--- src/rtl/amp_ram_pkg.sv ---
// rtl/amp_ram_pkg.sv - shared requester indices, state type and helpers for the amplitude RAM arbiter
package amp_ram_pkg;

  localparam int STAB    = 0;
  localparam int AMP2    = 1;
  localparam int NONSTAB = 2;
  localparam int NUM_REQ = 3;

  typedef enum logic [1:0] {IDLE, OWN, DRAIN} arb_state_t;

  function automatic logic [1:0] onehot_idx(input logic [NUM_REQ-1:0] oh);
    if (oh[NONSTAB])   return 2'd2;
    else if (oh[AMP2]) return 2'd1;
    else               return 2'd0;
  endfunction

endpackage

--- src/rtl/rr_pick3.sv ---
// rtl/rr_pick3.sv - combinational round-robin winner among three requesters, one-hot result
module rr_pick3
  import amp_ram_pkg::*;
(
  input  logic [NUM_REQ-1:0] req,
  input  logic [1:0]         last_ptr,
  output logic [NUM_REQ-1:0] pick
);

  // Search starts just after the last owner, so the last owner is always lowest priority.
  always_comb begin
    pick = '0;
    case (last_ptr)
      2'd0: begin
        if (req[AMP2])         pick[AMP2]    = 1'b1;
        else if (req[NONSTAB]) pick[NONSTAB] = 1'b1;
        else if (req[STAB])    pick[STAB]    = 1'b1;
      end
      2'd1: begin
        if (req[NONSTAB])      pick[NONSTAB] = 1'b1;
        else if (req[STAB])    pick[STAB]    = 1'b1;
        else if (req[AMP2])    pick[AMP2]    = 1'b1;
      end
      default: begin
        if (req[STAB])         pick[STAB]    = 1'b1;
        else if (req[AMP2])    pick[AMP2]    = 1'b1;
        else if (req[NONSTAB]) pick[NONSTAB] = 1'b1;
      end
    endcase
  end

endmodule

--- src/rtl/ram_amplitude_arbiter.sv ---
// rtl/ram_amplitude_arbiter.sv - burst-locked round-robin owner of the single-port amplitude RAM
module ram_amplitude_arbiter
  import amp_ram_pkg::*;
#(
  parameter int num_qubit    = 4,
  parameter int amp_width    = 64,
  parameter int drain_cycles = 4
) (
  input  logic                           clk,
  input  logic                           rst,
  input  logic [NUM_REQ-1:0]             req,
  input  logic [NUM_REQ-1:0]             release_pulse,
  input  logic [NUM_REQ-1:0]             rd_en_i,
  input  logic [NUM_REQ*num_qubit-1:0]   rd_addr_i,
  input  logic [NUM_REQ-1:0]             wr_en_i,
  input  logic [NUM_REQ*num_qubit-1:0]   wr_addr_i,
  input  logic [NUM_REQ*amp_width-1:0]   wr_data_i,
  output logic                           ram_rd_en,
  output logic                           ram_wr_en,
  output logic [num_qubit-1:0]           ram_rd_addr,
  output logic [num_qubit-1:0]           ram_wr_addr,
  output logic [amp_width-1:0]           ram_wr_data,
  output logic [NUM_REQ-1:0]             grant,
  output logic [NUM_REQ-1:0]             rd_valid,
  output logic [NUM_REQ-1:0]             ram_amplitude_busy,
  output logic                           access_err
);

  localparam int CW = (drain_cycles > 1) ? $clog2(drain_cycles) : 1;

  arb_state_t         state, state_n;
  logic [NUM_REQ-1:0] grant_n, pick;
  logic [1:0]         last_ptr, last_ptr_n;
  logic [CW-1:0]      cnt, cnt_n;
  logic               err_now;

  rr_pick3 u_pick (
    .req      (req),
    .last_ptr (last_ptr),
    .pick     (pick)
  );

  always_ff @(posedge clk or negedge rst) begin
    if (!rst) begin
      state      <= IDLE;
      grant      <= '0;
      last_ptr   <= 2'd2;
      cnt        <= '0;
      rd_valid   <= '0;
      access_err <= 1'b0;
    end else begin
      state      <= state_n;
      grant      <= grant_n;
      last_ptr   <= last_ptr_n;
      cnt        <= cnt_n;
      rd_valid   <= ram_rd_en ? grant : '0;
      access_err <= access_err | err_now;
    end
  end

  always_comb begin
    state_n    = state;
    grant_n    = grant;
    last_ptr_n = last_ptr;
    cnt_n      = cnt;
    case (state)
      IDLE: begin
        if (|req) begin
          state_n    = OWN;
          grant_n    = pick;
          last_ptr_n = onehot_idx(pick);
        end
      end
      OWN: begin
        if (|(release_pulse & grant)) begin
          state_n = DRAIN;
          cnt_n   = CW'(drain_cycles - 1);
        end
      end
      default: begin
        // Drain ends by handing straight to the next winner when one is waiting.
        if (cnt == '0) begin
          if (|req) begin
            state_n    = OWN;
            grant_n    = pick;
            last_ptr_n = onehot_idx(pick);
          end else begin
            state_n = IDLE;
            grant_n = '0;
          end
        end else begin
          cnt_n = cnt - 1'b1;
        end
      end
    endcase
  end

  always_comb begin
    ram_rd_en   = 1'b0;
    ram_rd_addr = '0;
    ram_wr_en   = 1'b0;
    ram_wr_addr = '0;
    ram_wr_data = '0;
    for (int i = 0; i < NUM_REQ; i++) begin
      if (grant[i] && state == OWN && rd_en_i[i]) begin
        ram_rd_en   = 1'b1;
        ram_rd_addr = rd_addr_i[i*num_qubit +: num_qubit];
      end
      if (grant[i] && state != IDLE && wr_en_i[i]) begin
        ram_wr_en   = 1'b1;
        ram_wr_addr = wr_addr_i[i*num_qubit +: num_qubit];
        ram_wr_data = wr_data_i[i*amp_width +: amp_width];
      end
    end
  end

  always_comb begin
    err_now = (|((rd_en_i | wr_en_i) & ~grant))
            | ((state == DRAIN) & (|rd_en_i))
            | ((release_pulse & (release_pulse - 3'd1)) != '0);
    case (state)
      IDLE:    ram_amplitude_busy = '0;
      OWN:     ram_amplitude_busy = ~grant;
      default: ram_amplitude_busy = '1;
    endcase
  end

endmodule

--- config.mk ---
export PLATFORM = sky130hd
export DESIGN_NAME = ram_amplitude_arbiter
export DESIGN_NICKNAME = d
export VERILOG_FILES = /design/src/rtl/amp_ram_pkg.sv /design/src/rtl/rr_pick3.sv /design/src/rtl/ram_amplitude_arbiter.sv
export SDC_FILE = /design/constraint.sdc
export NUM_CORES = 1
export LEC_CHECK = 0
export ABC_AREA = 1
export CAP_MARGIN = 20
export CORE_AREA = 2 2 123 125
export DETAILED_ROUTE_END_ITERATION = 6
export DIE_AREA = 0 0 125 127
export GPL_TIMING_DRIVEN = 0
export HOLD_SLACK_MARGIN = 0.15
export SYNTH_ARGS = -nofsm -noshare
export SYNTH_HDL_FRONTEND = slang
export SYNTH_SLANG_ARGS = --single-unit
--- constraint.sdc ---
create_clock -name clk -period 1.9 [get_ports clk]
set_input_delay 0.38 -clock clk [delete_from_list [all_inputs] [get_ports clk]]
set_output_delay 0.38 -clock clk [all_outputs]
set_load 0.02 [all_outputs]
==> impl_results.md, run 1 <==
* Die area at 15900 um2
* Startpoint types: register
* CP max-delay cell: dfrtp_2
* Min-Delay Path Class: register to register
* PD cells at 929 nW/um2
* Buffers on Ports at 313
* Int Pwr at 3.51 mW
* Diodes inserted at 0
* Top-area cell type share of the netlist area at 50.6%
* Fmax at 0.460 GHz
* Crit path top cell by count: nand2_1
* Layout Skew at 0.00290 ns
* Mean Syn Cell Area at 4.50 um2
* Pre-antenna DRT Iters at 4
* Max FO, Critical Path at 7
* Vias at 5009
* Drt via density at 4.20
* Synth warn at 0
* CTS max path bufs at 2
* Setup WS post-layout at -0.274 ns
* Clock share of power at 5.7%
* Routability cong. at 0.848
* Reg power frac at 7.4%
* Vias in the first global route at 4868
* Synth Net Count at 896
* Clk slew on worst S/H paths at 0.04 ns
* RSZ-0062 raised after global routing: yes
* #FFs+latches synth at 13
* Final wirelength at 17200 um
* Pin count of the biggest net entering global routing at 14
* DIE HEIGHT at 127 um
* TritonCTS buffer count at 3
* Io pins at 314
* Layout cells sized above 1 at 20.0%
* Fill count at 1501
* Area post-placement at 6350 um2
* Switching share of power at 48.2%
* Critical path arrival at 1.79 ns
* Die width at 125 um
* Row Count at 44
* Worst path bufs/invs at 5
* Final Total Pwr at 6.77 mW
* Max_cap viols at 0
* Fin. Hold Viols at 0
* P_sw at 3.26 mW
* Leakage power at 3.94 nW
* Inst Count DP at 1162
* Worst-path cell chain: nor2_4, buf_6, nor2_4, buf_12, buf_12, clkbuf_16, nand2_1, nand2_1, nand2_1, nand2_1, buf_6
* Syn Inst Count at 665
* Initial drt markers at 165
* Period minus WS final at 2.17 ns
* Status: finished, violations left
* Unique cell type count in the Yosys netlist at 21
* Post-route cell area at 7290 um2
* Worst path top cell family by delay: buffers and inverters
* Core area at 14400 um2
* Kind of critical path: register to output pin
* Non-Filler Instances at 1194
* Starting Density at 20.7%
* Routed Antenna Nets at 0
* Failing checks: negative setup slack
* Share of the yosys chip area belonging to registers at 10.9%
* CP peak stage delay at 0.44 ns
* GRT Resource Usage Total at 20.4%
* Final Max Slew Viols at 0
* VDD IR-drop max at 0.000614 V
* First-pass GRT wire length at 26100 um
* P&R area growth vs syn at 144%
* # hold bufs at CTS at 0
* Setup violations, final at 72
* Pre-CTS setup slack at -1.22 ns
* Synth Cell Area at 2990 um2
* Crit share post-route at 114%
* Synth area leader: nand2_1
* Worst-Margin Slew at 0.551 ns
* Slew HR at 63.2%
* Main area contributors after synthesis: nand2_1, inv_1, a21oi_1
* Worst skew pair latency at 0.24 ns
* Comb power frac at 86.9%
* WP data required at 1.52 ns
* Initial antenna violation count at 0
* Detail Placement HPWL at 13700 um
* Root Driver: clkbuf_16
* DRC Markers at 0
* Avg WL per Cell at 14.4 um
* Nets at 1242
* Kind of end point of the critical path: output pin
* CTS tree: done
* H-tree depth at 1
* GRT overflow at 0
* Clk sinks at 13
* Hold Slack at 0.478 ns
## routing by layer
metal | global-route usage [%] | share of wire [%] | up-vias
li1 | - | - | 2664
met3 | 4.94 | 7.7 | 6
met1 | 23.4 | 39 | 2144
met4 | 1.70 | 0.66 | 0
met5 | 0 | 0 | -
met2 | 39.6 | 53 | 195
## cell usage in the layout (no fill, tap or decap), types with 2 or more instances in the layout
| cell | netlist | layout |
|---|---|---|
| a21oi_1 | 68 | 52 |
| a21oi_2 | 0 | 15 |
| buf_12 | 0 | 10 |
| buf_16 | 0 | 2 |
| buf_2 | 17 | 2 |
| buf_4 | 7 | 35 |
| buf_6 | 1 | 68 |
| buf_8 | 0 | 10 |
| clkbuf_16 | 0 | 5 |
| clkbuf_8 | 0 | 4 |
| clkdlybuf4s15_2 | 0 | 2 |
| clkdlybuf4s50_1 | 0 | 232 |
| dfrtp_1 | 12 | 9 |
| dfrtp_2 | 0 | 3 |
| dlygate4sd2_1 | 0 | 8 |
| inv_1 | 96 | 96 |
| nand2_1 | 403 | 370 |
| nand2_2 | 0 | 33 |
| nand3_1 | 14 | 13 |
| nor2_1 | 14 | 13 |
| nor2_4 | 3 | 5 |
| o21ai_0 | 10 | 10 |
| or2_2 | 2 | 2 |
## worst paths after layout
kind | depth (start not counted) | slack [ns] | to | startpoint
max reg2reg | 8 | 0.41 | grant[1]$_DFFE_PN0P_ | cnt[0]$_DFFE_PN0P_
max | 11 | -0.27 | ram_wr_data[62] | state[1]$_DFFE_PN0P_
max in group asynchronous | 1 | 1.00 | state[1]$_DFFE_PN0P_ | rst
min reg2reg | 2 | 0.48 | cnt[1]$_DFFE_PN0P_ | cnt[1]$_DFFE_PN0P_
min | 2 | 0.48 | cnt[1]$_DFFE_PN0P_ | cnt[1]$_DFFE_PN0P_
min in group asynchronous | 1 | 0.50 | access_err$_DFF_PN0_ | rst
## cells in the mapped netlist (all sizes together)
cell type and n:
a21oi 68, nor2 18, o21a 1, a31oi 1, nand2 403, clkbuf 7, buf 29, nand4 1
o21ai 10, nand3 14, ha 1, dfrtp 12, inv 97, dfstp 1, or2 2
## kinds of logic (layout without fill, tap and decap cells)
group / Yosys count / in the layout / share of synthesized area, %
adder cells (fa/ha/maj): 1 / 1 / 0.418
AND/OR/NAND/NOR: 438 / 438 / 56.6
AO/OA/AOI/OAI: 80 / 80 / 13.5
buffers and inverters: 133 / 478 / 18.5
flip-flops: 13 / 13 / 10.9
## tightest hold or removal path, cell delays in order (launching register included)
cell	delay (ns)
dfrtp_1	0.34
nand2_1	0.06
nand2_1	0.05
## layout make-up
class                      count  area [um2]  share of cell area (%)
timing repair buffer         344        3560                    48.8
sequential                    13         330                    4.53
clock buffer                   4        78.8                    1.08
inverter                      97         367                    5.03
buffer                        33         443                    6.08
multi-input combinational    519        2280                    31.3
tap                          184         230                    3.16
## state kept, by name, summed over array words and instances (netlist names)
register,cells
last_ptr,2
cnt,2
access_err,1
grant,3
rd_valid,3
state,2
## power groups by stage
stage          Sequential [mW]  Clock [mW]  Combinational [mW]
2_1_floorplan            0.488           0                2.67
3_3_place_gp             0.479           0                5.01
3_5_place_dp             0.476           0                5.01
4_1_cts                  0.485       0.393                5.83
5_1_grt                  0.512       0.413                6.40
6_report                 0.498       0.386                5.88
## repair_timing
| action | 4_1_cts | 5_1_grt |
|---|---|---|
| gates cloned | 4 | 2 |
| gates resized for setup | 544 | 29 |
| setup buffers | 23 | 3 |
| setup endpoints to repair | 77 | 75 |
| pin swaps | 17 | 20 |
## stage by stage
stage	TNS, ns	util, %
after detailed placement	-72.76	44.1
final	-14.47	50.5
after CTS	-15.68	49.7
after global placement	-74.17	44.1
after global routing	-22.19	50.5
after floorplan	0	-
Note: power is estimated with default switching activity, not from simulation.
==> inputs of run 2 (changes only) <==
--- a/config.mk
+++ b/config.mk
@@ -7,9 +7,9 @@
 export LEC_CHECK = 0
 export ABC_AREA = 1
 export CAP_MARGIN = 20
-export CORE_AREA = 2 2 123 125
+export CORE_AREA = 3 3 120 122
 export DETAILED_ROUTE_END_ITERATION = 6
-export DIE_AREA = 0 0 125 127
+export DIE_AREA = 0 0 123 125
 export GPL_TIMING_DRIVEN = 0
 export HOLD_SLACK_MARGIN = 0.15
 export SYNTH_ARGS = -nofsm -noshare
==> impl_results.md, run 2 (synthesized netlist as in run 1, its figures left out) <==
* Biggest regs: grant x3, rd_valid x3
* Critical path arrival at 1.79 ns
* Max FO, Critical Path at 7
* Layout Skew at 0.000664 ns
* GRT busiest layer: met2
* Slew HR at 59.2%
* Row Count at 42
* WP data required at 1.52 ns
* Pre-CTS setup slack at -1.18 ns
* Initial drt markers at 186
* Worst skew pair latency at 0.24 ns
* CTS tree: done
* Multi-input logic area at 2550 um2
* Worst hold path stage count at 2
* Buffers on Ports at 313
* P_sw at 3.51 mW
* Final Max Slew Viols at 0
* GR Layer Usage met1 at 24.5%
* Most common cell after layout, fill and taps aside: nand2_1
* Fin. Hold Viols at 0
* Routed Antenna Nets at 0
* Vias in the first global route at 4939
* Core area at 13300 um2
* Max_cap viols at 0
* Storage element area at 332 um2
* Reg power frac at 7.0%
* Vias at 5167
* Die width at 123 um
* Detail Placement HPWL at 14000 um
* Final wirelength at 18300 um
* Non-Filler Instances at 1198
* Initial antenna violation count at 4
* Min-Delay Path Class: register to register
* Setup violations, final at 69
* GRT Resource Usage Total at 21.5%
* Setup WS post-layout at -0.265 ns
* Drt via density at 4.31
* Inst Count DP at 1154
* Core Util, Final at 58.6%
* VDD IR-drop max at 0.000454 V
* Kind of critical path: register to output pin
* Met3 Use GR at 6.82%
* Routability cong. at 0.820
* Clk sinks at 13
* Starting Density at 22.5%
* Int Pwr at 3.82 mW
* Clk slew on worst S/H paths at 0.04 ns
* RSZ-0062 raised after global routing: yes
* DIE HEIGHT at 125 um
* Clock share of power at 5.4%
* CTS max path bufs at 2
* Hold Slack at 0.488 ns
* Nets at 1252
* Worst-Margin Slew at 0.610 ns
* Startpoint types: register
* Root Driver: clkbuf_16
* Comb power frac at 87.6%
* Layout cells sized above 1 at 26.5%
* Pre-antenna DRT Iters at 4
* TritonCTS buffer count at 3
* Period minus WS final at 2.17 ns
* Fmax at 0.462 GHz
* Pin count of the biggest net entering global routing at 14
* First-pass GRT wire length at 26200 um
* Kind of end point of the critical path: output pin
* Most frequent cells in the layout: nand2_1, clkdlybuf4s50_1, inv_1
* Switching share of power at 47.9%
* Fill count at 1299
* DRC Markers at 0
* R2R depth at 8
* GRT overflow at 0
* Die area at 15400 um2
* Crit share post-route at 114%
* Status: finished, violations left
* PD cells at 942 nW/um2
* Leakage power at 4.11 nW
* P&R area growth vs syn at 160%
* Global routing usage on met2 at 39.3%
* Avg WL per Cell at 15.3 um
* H-tree depth at 1
* Io pins at 314
* Failing checks: negative setup slack
==> run 2: cell count changes in the layout (fill, tap and decap cells not counted), moves of 6 or more <==
| cell | previous run | this run |
|---|---|---|
| a21oi_1 | 52 | 5 |
| buf_4 | 35 | 26 |
| a21oi_2 | 15 | 51 |
| nand2_1 | 370 | 363 |
| nand2_2 | 33 | 39 |
| clkbuf_16 | 5 | 14 |
| buf_6 | 68 | 84 |
| a21oi_4 | 1 | 12 |
==> run 2: cell type report <==
| cell class | instances | share of cell area (%) |
|---|---|---|
| clock buffers | 4 | 1.01 |
| well taps | 176 | 2.83 |
| repair buffers | 355 | 48.8 |
| plain buffers | 32 | 5.40 |
| inverters | 97 | 4.84 |
| diodes | 2 | 0.0643 |
| flip-flops and latches | 13 | 4.26 |
| multi-input cells | 519 | 32.8 |
==> run 2: worst max-delay path, cell delays in order (launching register included) <==
cell	delay, ns
dfrtp_2	0.45
nor2_4	0.21
buf_6	0.13
nor2_4	0.06
buf_12	0.14
clkbuf_16	0.16
a21oi_4	0.12
nand2_2	0.07
nand2_2	0.08
buf_6	0.12
==> run 2: worst paths after layout <==
path	startpoint	end	slack (ns)
setup / recovery	state[1]$_DFFE_PN0P_	ram_wr_data[28]	-0.27
hold / removal	last_ptr[1]$_DFFE_PN1P_	last_ptr[1]$_DFFE_PN1P_	0.49
setup reg to reg	cnt[0]$_DFFE_PN0P_	last_ptr[0]$_DFFE_PN0P_	0.43
hold reg to reg	last_ptr[1]$_DFFE_PN1P_	last_ptr[1]$_DFFE_PN1P_	0.49
max in group asynchronous	rst	state[1]$_DFFE_PN0P_	0.94
min in group asynchronous	rst	access_err$_DFF_PN0_	0.52
==> run 2: per-stage QoR <==
stage | power (mW) | setup TNS [ns] | cell area [um2]
after global routing | 7.89 | -20.41 | 7780
after detailed placement | 5.51 | -73.72 | 6340
after floorplan | 3.16 | 0 | 2990
final | 7.33 | -14.50 | 7780
after global placement | 5.50 | -74.64 | 6340
after CTS | 6.79 | -17.28 | 7170
==> run 2: what timing repair did <==
item                                    4_1_cts  5_1_grt
gates resized for setup                     560      116
setup buffers                                24        5
hold buffers                                  0        0
pin swaps                                    30       54
gates cloned                                  4       10
endpoints found under the setup margin       77       75
==> run 2: routing by layer <==
metal | part of all wire [%] | wire, um | vias up
met5 | 0.071 | 13 | -
met2 | 50 | 9190 | 213
met4 | 1.6 | 294 | 2
met3 | 9.9 | 1810 | 18
met1 | 38 | 6990 | 2252
li1 | - | - | 2682
==> run 2: power by group through the flow <==
stage | clock network, mW | logic, mW | registers (mW)
final | 0.399 | 6.42 | 0.514
after global routing | 0.422 | 6.94 | 0.528
after global placement | 0 | 5.03 | 0.479
after detailed placement | 0 | 5.03 | 0.479
after floorplan | 0 | 2.67 | 0.488
after CTS | 0.404 | 5.89 | 0.490
